`config.mk`:
```
export PLATFORM = sky130hd
export DESIGN_NAME = hazard_ctrl_flat
export DESIGN_NICKNAME = d
export VERILOG_FILES = /design/src/rtl/hazard_ctrl_if.sv /design/src/rtl/hazard_ctrl.sv /design/src/flat_wrapper.sv
export SDC_FILE = /design/constraint.sdc
export NUM_CORES = 1
export LEC_CHECK = 0
export BUFFER_PORTS_ARGS = -buffer_cell sky130_fd_sc_hd__buf_2
export CAP_MARGIN = 20
export CORE_MARGIN = 4
export CORE_UTILIZATION = 50
export DETAILED_ROUTE_END_ITERATION = 8
export GPL_ROUTABILITY_DRIVEN = 0
export HOLD_SLACK_MARGIN = 0.12
export PLACE_DENSITY = 0.82
export RECOVER_POWER = 100
export REMOVE_ABC_BUFFERS = 1
export SETUP_SLACK_MARGIN = 0.4
export SYNTH_ARGS = -nofsm -noshare
export SYNTH_HDL_FRONTEND = slang
export SYNTH_SLANG_ARGS = --single-unit
```
`constraint.sdc`:
```
create_clock -name clk -period 2.5 [get_ports clk]
set_input_delay 0.5 -clock clk [delete_from_list [all_inputs] [get_ports clk]]
set_output_delay 0.5 -clock clk [all_outputs]
set_load 0.01 [all_outputs]
```
`src/rtl/hazard_ctrl_if.sv`:
```
// Hazard control bundle between pipeline datapath and hazard_ctrl.
// master drives ID/EX/mem status; slave returns enables and status.
interface hazard_ctrl_if;
   logic [5:0]  id_op;
   logic [4:0]  id_rs;
   logic [4:0]  id_rt;
   logic        id_use_rt;
   logic [5:0]  ex_op;
   logic [4:0]  ex_rd;
   logic        ex_wen;
   logic        ex_taken;
   logic        dmem_busy;
   logic        pc_we;
   logic        ifid_we;
   logic        pipe_en;
   logic        ifid_flush;
   logic        idex_bubble;
   logic        err;
   logic [1:0]  state;
   logic [15:0] stall_cnt;

   modport master (
      output id_op, id_rs, id_rt, id_use_rt,
      output ex_op, ex_rd, ex_wen, ex_taken,
      output dmem_busy,
      input  pc_we, ifid_we, pipe_en,
      input  ifid_flush, idex_bubble,
      input  err, state, stall_cnt
   );

   modport slave (
      input  id_op, id_rs, id_rt, id_use_rt,
      input  ex_op, ex_rd, ex_wen, ex_taken,
      input  dmem_busy,
      output pc_we, ifid_we, pipe_en,
      output ifid_flush, idex_bubble,
      output err, state, stall_cnt
   );
endinterface

```
`src/rtl/hazard_ctrl.sv`:
```
// Pipeline hazard control: load-use bubbles, branch flush, memory wait.
// Ports: clk, rstd (async active-low), hz (slave: hazard inputs/enables).
module hazard_ctrl #(
   parameter int unsigned LOAD_LAT = 1,
   parameter logic [7:0]  MAX_WAIT = 8'd200
) (
   input  logic         clk,
   input  logic         rstd,
   hazard_ctrl_if.slave hz
);

   typedef enum logic [1:0] {
      RUN    = 2'd0,
      LSTALL = 2'd1,
      MWAIT  = 2'd2,
      ERR    = 2'd3
   } state_e;

   localparam logic [2:0] BCNT_INIT = 3'(LOAD_LAT - 1);
   localparam logic [7:0] WAIT_LAST = MAX_WAIT - 8'd1;

   state_e      state_q, state_d;
   logic [2:0]  bcnt_q, bcnt_d;
   logic [7:0]  wcnt_q, wcnt_d;
   logic        err_q, err_d;
   logic [15:0] stall_cnt_q, stall_cnt_d;

   logic xfer;
   logic luh;
   logic pc_we, ifid_we, pipe_en;
   logic ifid_flush, idex_bubble;

   always_comb begin
      xfer = 1'b0;
      if (hz.ex_op inside {6'd32, 6'd33, 6'd34, 6'd35})
         xfer = hz.ex_taken;
      if (hz.ex_op inside {6'd40, 6'd41, 6'd42})
         xfer = 1'b1;
   end

   assign luh = (hz.ex_op == 6'd16) && hz.ex_wen
             && (hz.ex_rd != 5'd0)
             && ((hz.ex_rd == hz.id_rs)
              || (hz.id_use_rt && (hz.ex_rd == hz.id_rt)));

   always_comb begin
      pc_we       = 1'b1;
      ifid_we     = 1'b1;
      pipe_en     = 1'b1;
      ifid_flush  = 1'b0;
      idex_bubble = 1'b0;
      state_d     = state_q;
      bcnt_d      = bcnt_q;
      wcnt_d      = wcnt_q;
      err_d       = err_q;

      if (state_q == ERR) begin
         pc_we   = 1'b0;
         ifid_we = 1'b0;
         pipe_en = 1'b0;
      end else if (hz.dmem_busy) begin
         pc_we   = 1'b0;
         ifid_we = 1'b0;
         pipe_en = 1'b0;
         wcnt_d  = wcnt_q + 8'd1;
         state_d = MWAIT;
         if (wcnt_q == WAIT_LAST) begin
            state_d = ERR;
            err_d   = 1'b1;
         end
      end else begin
         wcnt_d = 8'd0;
         if (xfer) begin
            ifid_flush  = 1'b1;
            idex_bubble = 1'b1;
            bcnt_d      = 3'd0;
            state_d     = RUN;
         end else if (state_q == LSTALL
                   || (state_q == MWAIT && bcnt_q != 3'd0)) begin
            // Still owe bubbles from a load stalled earlier.
            pc_we       = 1'b0;
            ifid_we     = 1'b0;
            idex_bubble = 1'b1;
            bcnt_d      = bcnt_q - 3'd1;
            state_d     = (bcnt_q == 3'd1) ? RUN : LSTALL;
         end else if (luh) begin
            pc_we       = 1'b0;
            ifid_we     = 1'b0;
            idex_bubble = 1'b1;
            state_d     = RUN;
            if (LOAD_LAT > 1) begin
               bcnt_d  = BCNT_INIT;
               state_d = LSTALL;
            end
         end else begin
            state_d = RUN;
         end
      end

      stall_cnt_d = stall_cnt_q;
      if (!pc_we && stall_cnt_q != 16'hFFFF)
         stall_cnt_d = stall_cnt_q + 16'd1;
   end

   always_ff @(posedge clk or negedge rstd) begin
      if (!rstd) begin
         state_q     <= RUN;
         bcnt_q      <= 3'd0;
         wcnt_q      <= 8'd0;
         err_q       <= 1'b0;
         stall_cnt_q <= 16'd0;
      end else begin
         state_q     <= state_d;
         bcnt_q      <= bcnt_d;
         wcnt_q      <= wcnt_d;
         err_q       <= err_d;
         stall_cnt_q <= stall_cnt_d;
      end
   end

   assign hz.pc_we       = pc_we;
   assign hz.ifid_we     = ifid_we;
   assign hz.pipe_en     = pipe_en;
   assign hz.ifid_flush  = ifid_flush;
   assign hz.idex_bubble = idex_bubble;
   assign hz.err         = err_q;
   assign hz.state       = state_q;
   assign hz.stall_cnt   = stall_cnt_q;

endmodule
```
`src/flat_wrapper.sv`:
```
// flat-port wrapper written by rule: the top's interface ports become plain ports
module hazard_ctrl_flat 
#(
   parameter int unsigned LOAD_LAT = 1,
   parameter logic [7:0]  MAX_WAIT = 8'd200
)
  (clk, rstd, hz_id_op, hz_id_rs, hz_id_rt, hz_id_use_rt, hz_ex_op, hz_ex_rd, hz_ex_wen, hz_ex_taken, hz_dmem_busy, hz_pc_we, hz_ifid_we, hz_pipe_en, hz_ifid_flush, hz_idex_bubble, hz_err, hz_state, hz_stall_cnt);
  hazard_ctrl_if hz_i ();
  input  logic clk;
  input  logic rstd;
  input wire logic [$bits(hz_i.id_op)-1:0] hz_id_op;
  input wire logic [$bits(hz_i.id_rs)-1:0] hz_id_rs;
  input wire logic [$bits(hz_i.id_rt)-1:0] hz_id_rt;
  input wire logic [$bits(hz_i.id_use_rt)-1:0] hz_id_use_rt;
  input wire logic [$bits(hz_i.ex_op)-1:0] hz_ex_op;
  input wire logic [$bits(hz_i.ex_rd)-1:0] hz_ex_rd;
  input wire logic [$bits(hz_i.ex_wen)-1:0] hz_ex_wen;
  input wire logic [$bits(hz_i.ex_taken)-1:0] hz_ex_taken;
  input wire logic [$bits(hz_i.dmem_busy)-1:0] hz_dmem_busy;
  output wire logic [$bits(hz_i.pc_we)-1:0] hz_pc_we;
  output wire logic [$bits(hz_i.ifid_we)-1:0] hz_ifid_we;
  output wire logic [$bits(hz_i.pipe_en)-1:0] hz_pipe_en;
  output wire logic [$bits(hz_i.ifid_flush)-1:0] hz_ifid_flush;
  output wire logic [$bits(hz_i.idex_bubble)-1:0] hz_idex_bubble;
  output wire logic [$bits(hz_i.err)-1:0] hz_err;
  output wire logic [$bits(hz_i.state)-1:0] hz_state;
  output wire logic [$bits(hz_i.stall_cnt)-1:0] hz_stall_cnt;
  assign hz_i.id_op = hz_id_op;
  assign hz_i.id_rs = hz_id_rs;
  assign hz_i.id_rt = hz_id_rt;
  assign hz_i.id_use_rt = hz_id_use_rt;
  assign hz_i.ex_op = hz_ex_op;
  assign hz_i.ex_rd = hz_ex_rd;
  assign hz_i.ex_wen = hz_ex_wen;
  assign hz_i.ex_taken = hz_ex_taken;
  assign hz_i.dmem_busy = hz_dmem_busy;
  assign hz_pc_we = hz_i.pc_we;
  assign hz_ifid_we = hz_i.ifid_we;
  assign hz_pipe_en = hz_i.pipe_en;
  assign hz_ifid_flush = hz_i.ifid_flush;
  assign hz_idex_bubble = hz_i.idex_bubble;
  assign hz_err = hz_i.err;
  assign hz_state = hz_i.state;
  assign hz_stall_cnt = hz_i.stall_cnt;
  hazard_ctrl #(.LOAD_LAT(LOAD_LAT), .MAX_WAIT(MAX_WAIT)) u_core (.clk(clk), .rstd(rstd), .hz(hz_i));
endmodule
```
### Word-level counts from Yosys, hierarchy flattened

Cells that the tools add are included.

| cells by class | value |
|---|---|
| div/mod/pow operators | 0 |
| reductions and logical operators | 16 |
| shifts and indexed selects | 0 |
| $add $sub $neg | 3 |
| equality and inequality tests | 16 |
| bitwise operators | 2 |
| multiply operators | 0 |
| $lt $le $gt $ge | 0 |
| mux-type cells | 25 |

Operator list:

| kind | number |
|---|---|
| 6-bit equality test, second input constant | 7 |
| 1-bit two-way mux | 19 |
| 16-bit by 1-bit adder with 16-bit output, second input constant | 1 |
| 16-bit inequality test, second input constant | 1 |
| 5-bit equality test | 2 |
| 8-bit by 1-bit adder with 8-bit output, second input constant | 1 |
| 8-bit equality test, second input constant | 1 |
| 8-bit two-way mux | 1 |
| 6-bit by 5-bit equality test with 1-bit output, second input constant | 1 |
| 1-bit logical AND | 6 |
| 2-bit two-way mux | 3 |
| 3-bit two-way mux | 2 |
| 3-bit AND reduction | 2 |
| 3-bit nonzero test | 2 |
| 5-bit nonzero test | 1 |
| 2-bit equality test, second input constant | 2 |
| 4-bit nonzero test | 1 |
| 3-bit by 1-bit equality test with 1-bit output, second input constant | 1 |
| 3-bit by 1-bit subtractor with 3-bit output, second input constant | 1 |
| 2-bit by 1-bit equality test with 1-bit output, second input constant | 1 |
| 1-bit logical OR | 2 |
| 1-bit inverter | 2 |
| 2-bit nonzero test | 1 |
| 1-bit logical NOT | 1 |

| storage, ports and cells | value |
|---|---|
| bits in latches | 0 |
| word-level logic and storage cells | 67 |
| bits in writable memories | 0 |
| memories | 0 |
| ROM bits | 0 |
| register bits | 30 |

### Longest topological paths before layout

| depth | value |
|---|---|
| word-level depth | 11 |
| gate-level depth with buffers | 8 |
| mapped depth without buffers | 8 |

### Least setup slack after synthesis

No wires, ideal clock.

| path | value |
|---|---|
| kind | input port to output port |
| start point | in hz_dmem_busy |
| end point | out hz_pc_we |
| setup slack | 196 ps |
| stages | 6 |
| arrival | 1,804 ps |
| path buffers | 2 |
| data required time | 2,000 ps |
| cells stage by stage | buf_2 > a21oi_2 > o2111a_1 > nor2_4 > a21oi_4 > buf_4 |

| on the way | value |
|---|---|
| longest elaborated chain between the ends | 2 |

RTL lines:

| what | RTL line | text |
|---|---|---|
| start, declared | flat_wrapper.sv:19 | `input wire logic [$bits(hz_i.dmem_busy)-1:0] hz_dmem_busy;` |
| 1-bit two-way mux (2 in series) | - |  |
| end, declared | flat_wrapper.sv:20 | `output wire logic [$bits(hz_i.pc_we)-1:0] hz_pc_we;` |

No other way between the ends.

### Worst setup path in the final report

| path | value |
|---|---|
| start point | reg u_core.state_q[0] (netlist: u_core.hz.state[0]) |
| end point | out hz_ifid_we |

| on the way | value |
|---|---|
| longest elaborated chain between the ends | 7 |

RTL lines:

| what | RTL line | text |
|---|---|---|
| start, declared | hazard_ctrl.sv:22 | `state_e state_q, state_d;` |
| start signal, assigned | hazard_ctrl.sv:113 | `state_q <= state_d;` |
| 2-bit equality test | hazard_ctrl.sv:79 | `\|\| (state_q == MWAIT && bcnt_q != 3'd0)) begin` |
| 1-bit logical AND | hazard_ctrl.sv:79 |  |
| 1-bit logical OR | hazard_ctrl.sv:79 |  |
| 1-bit two-way mux | hazard_ctrl.sv:78 | `end else if (state_q == LSTALL` |
| 1-bit two-way mux | hazard_ctrl.sv:73 | `if (xfer) begin` |
| 1-bit two-way mux | hazard_ctrl.sv:61 | `end else if (hz.dmem_busy) begin` |
| 1-bit two-way mux * | hazard_ctrl.sv:57 | `if (state_q == ERR) begin` |
| end, declared | flat_wrapper.sv:21 | `output wire logic [$bits(hz_i.ifid_we)-1:0] hz_ifid_we;` |

Mark *: on every way between the ends. The rest lies on a longest branch, timed or not.

==> flow_metrics.py <==
metrics = {
    "worst_setup_path": {
        "path_class": "flop to output port",
        "crit_arrival_ns": 1.78,
        "cp_num_cells": 5,
        "crit-reg2reg-launch": "u_core.hz.stall_cnt[1]",
        "worst_setup_sp_type": "flop",
        "critPathBufInv": 1,
        "timing.critical_path.fanout_max": 7,
        "cp.required_ns": 2.00,
        "slowest_cell_on_the_critical_path": "dfrtp_1",
        "r2r.worst_path.cells": 7,
        "max_stage_delay_ns": 0.47,
        "r2r_slack_ns": 0.38,
        "crit_family": "compound AO/OA/AOI/OAI gates",
        "r2r_end": "u_core.hz.stall_cnt[7]",
        "cp_cell_sequence": "a21oi_1 -> o2111a_1 -> nor2_1 -> a21oi_4 -> clkbuf_1",
        "critical_path_sink_type": "output port",
    },
    "hold_path": {
        "hp-start": "u_core.hz.err",
        "hold_path_end": "u_core.hz.err",
        "worst_hold_path_type": "flop to flop",
        "worst_hold_path.num_cells": 1,
    },
    "die": {
        "die_h_um": 66.9,
        "die_area_um2": 4470,
        "num_rows": 21,
        "die_w_um": 66.9,
        "io_pins": 57,
        "start_util": 0.519,
        "floorplan.core_area_um2": 3340,
    },
    "sta": {
        "final.setup.worst_slack_ns": 0.216,
        "final_cycle_share": 0.914,
        "fin_setup_tns_ns": 0,
        "maxSlewHeadroom": -0.0357,
        "hold_viol": 0,
        "maxSlewViolCount": 31,
        "timing.fmax_ghz": 0.438,
        "period_minus_slack_ns": 2.28,
        "setup_violations": 0,
        "final_setup_skew_ns": 0.00511,
        "worstMarginPinSlew_ns": 1.55,
        "setup_repair_after_global_routing_missed_its_margin": "yes",
    },
    "cts": {
        "cts.hold.buffers_added": 0,
        "cts_num_sinks": 30,
        "cts.path.max_buffers": 2,
        "cts.root.buffer_cell": "clkbuf_4",
        "tritoncts": "yes",
        "h-tree-depth": 2,
        "cts.clk_slew.worst_paths_ns": 0.10,
        "worstSkewPairLatency_ns": 0.32,
        "cts-buffers-inserted": 5,
    },
    "global_route": {
        "grt_pass1_vias": 1458,
        "grt_pass1_wl_um": 6110,
        "grt_antenna_before_repair": 0,
        "global_route.overflow_total": 0,
        "grt.total_usage": 0.180,
        "grt_max_degree": 31,
    },
    "pwr": {
        "combinational_power_share": 0.376,
        "power.density_cell_area_nw_per_um2": 787,
        "power.sequential.fraction": 0.441,
        "p_switching_uw": 664,
        "cell_leakage_power_uw": 0.000949,
        "switching_share": 0.396,
        "p_int_uw": 1010,
        "total_power_uw": 1680,
        "clock_network_fraction_of_design_power": 0.183,
        "peakVddDrop_mv": 0.571,
    },
    "synth": {
        "syn-instance-count": 177,
        "synth.area.mux_share": 0,
        "area_share_of_and_or_nand_nor_cells_after_synthesis": 0.261,
        "synth_ff_type": "dfrtp_1",
        "synthAdderAreaFrac": 0.0361,
        "yosys_warnings": 0,
        "yosysTopAreaCellShare": 0.433,
        "netlist_top_cells_area": "dfrtp_1, xnor2_1, xor2_1",
        "combinational_family_with_the_most_area_after_synthesis": "simple AND/OR/NAND/NOR gates",
        "post_synth.cell_area_avg_um2": 9.79,
        "post_synth_instance_area_um2": 1730,
        "number_of_enable_type_register_cells_in_the_synthesized_netlist": 0,
        "synthArstFlopShare": 1.00,
        "synth.ff_latch_count": 30,
        "synthDistinctLibCells": 42,
        "synthTopCellsByCount": "dfrtp_1, nand2_1, xnor2_1",
        "ys_seq_area_frac": 0.433,
        "synth_compound_gate_area_share": 0.109,
        "synth_area_leader_cell": "dfrtp_1",
        "post_synth_xor_area_fraction": 0.147,
    },
    "flow_run": {
        "timing.max_cap.violations": 1,
    },
    "status": {
        "failing_checks": "max-capacitance violations, max-slew violations",
        "run_status": "finished with violations",
    },
    "finish": {
        "num-nets-final": 279,
        "area_delta_synth_final_pct": 23.0,
        "layout-drive-gt1-share": 0.207,
        "n_antenna_cell": 0,
        "fin_area_um2": 2130,
    },
    "detailed_routing": {
        "wl_per_cell_um": 13.5,
        "routed-wl-met3_um": 206,
        "drt_iter0_drc": 54,
        "detail_route.wirelength_um": 3890,
        "detailroute.wirelength.met2_um": 2070,
        "route.layer.met1.wl_um": 1560,
        "final_antenna_net_count": 0,
        "highest-signal-layer": "met4",
        "drt_drc_violations_left": 0,
        "dr_total_vias": 1532,
        "detailedRoute.firstPassIterationCount": 4,
        "viasPerCell": 5.32,
    },
    "placement": {
        "buffer_ports.inserted": 50,
        "place_worst_setup_slack_ns": 0.107,
        "placed_cell_area_um2": 2040,
        "dp.final_hpwl_um": 2780,
    },
}
[registers in the layout, indices dropped and copies added (netlist names)]
register	count
u_core.hz.stall_cnt	16
u_core.wcnt_q	8
u_core.bcnt_q	3
u_core.hz.state	2
u_core.hz.err	1
[cells in the final DEF, fill, tap and decap left out, types with 6 or more instances in the layout]
cell      instances
nor3_1            7
xnor2_1          15
buf_2            25
nand2_1          30
dfrtp_1          30
clkbuf_1         26
o21ai_0           7
buf_4             6
xor2_1           14
nor2_1           11
nand3_1          12
[cells by family after synthesis]
kind of cell | after synthesis
AOI/OAI and AO/OA | 23
buffers and inverters | 5
and+or+nand+nor | 85
DFF | 30
adders and majority gates | 5
xor gates and xnor gates | 29
[what timing repair did]
| action | CTS | global route |
|---|---|---|
| setup endpoints to repair | 3 | 6 |
| hold endpoints to repair | 0 | 0 |
| cloned | 0 | 0 |
| pin swaps | 4 | 4 |
| setup buffers | 3 | 4 |
| resized for setup | 9 | 8 |
[through the flow]
step                      cells  utilization  hold WS, ns
after floorplan             175            -        0.204
after global placement      273        0.612        0.454
after detailed placement    273        0.612        0.460
after CTS                   284        0.650        0.200
after global routing        288        0.639        0.508
final                       288        0.639        0.485
[power by group through the flow]
stage                     logic (uW)  registers, uW  clock network, uW
after global placement           573            743                  0
after detailed placement         588            747                  0
final                            630            740                307
after global routing             704            757                335
after floorplan                  345            757                  0
after CTS                        622            735                317
[per-layer routing]
metal | up-vias | GRT usage
met4 | 0 | 0.0557
met1 | 726 | 0.194
met5 | - | 0
met3 | 9 | 0.0641
met2 | 44 | 0.324
li1 | 753 | -
[layout make-up]
type / instances / area [um2]
clock inverters: 2 / 12.5
well taps: 46 / 57.6
flip-flops and latches: 30 / 751
multi-input cells: 142 / 955
repair buffers: 59 / 294
inverters: 3 / 11.3
fillers: 302 / 1200
clock buffers: 6 / 51.3
[how the worst max path moves through the flow]
stage	startpoint	to	slack, ns
after floorplan	hz_ex_rd[0]	hz_idex_bubble	0.39
after detailed placement	hz_ex_rd[0]	hz_idex_bubble	0.11
final	u_core.hz.state[0]	hz_ifid_we	0.22
after CTS	hz_ex_rd[4]	hz_idex_bubble	0.20
after global routing	u_core.bcnt_q[0]	hz_ifid_we	0.09
after global placement	hz_ex_rd[0]	hz_idex_bubble	0.12
Note: power is estimated with default switching activity, not from simulation.
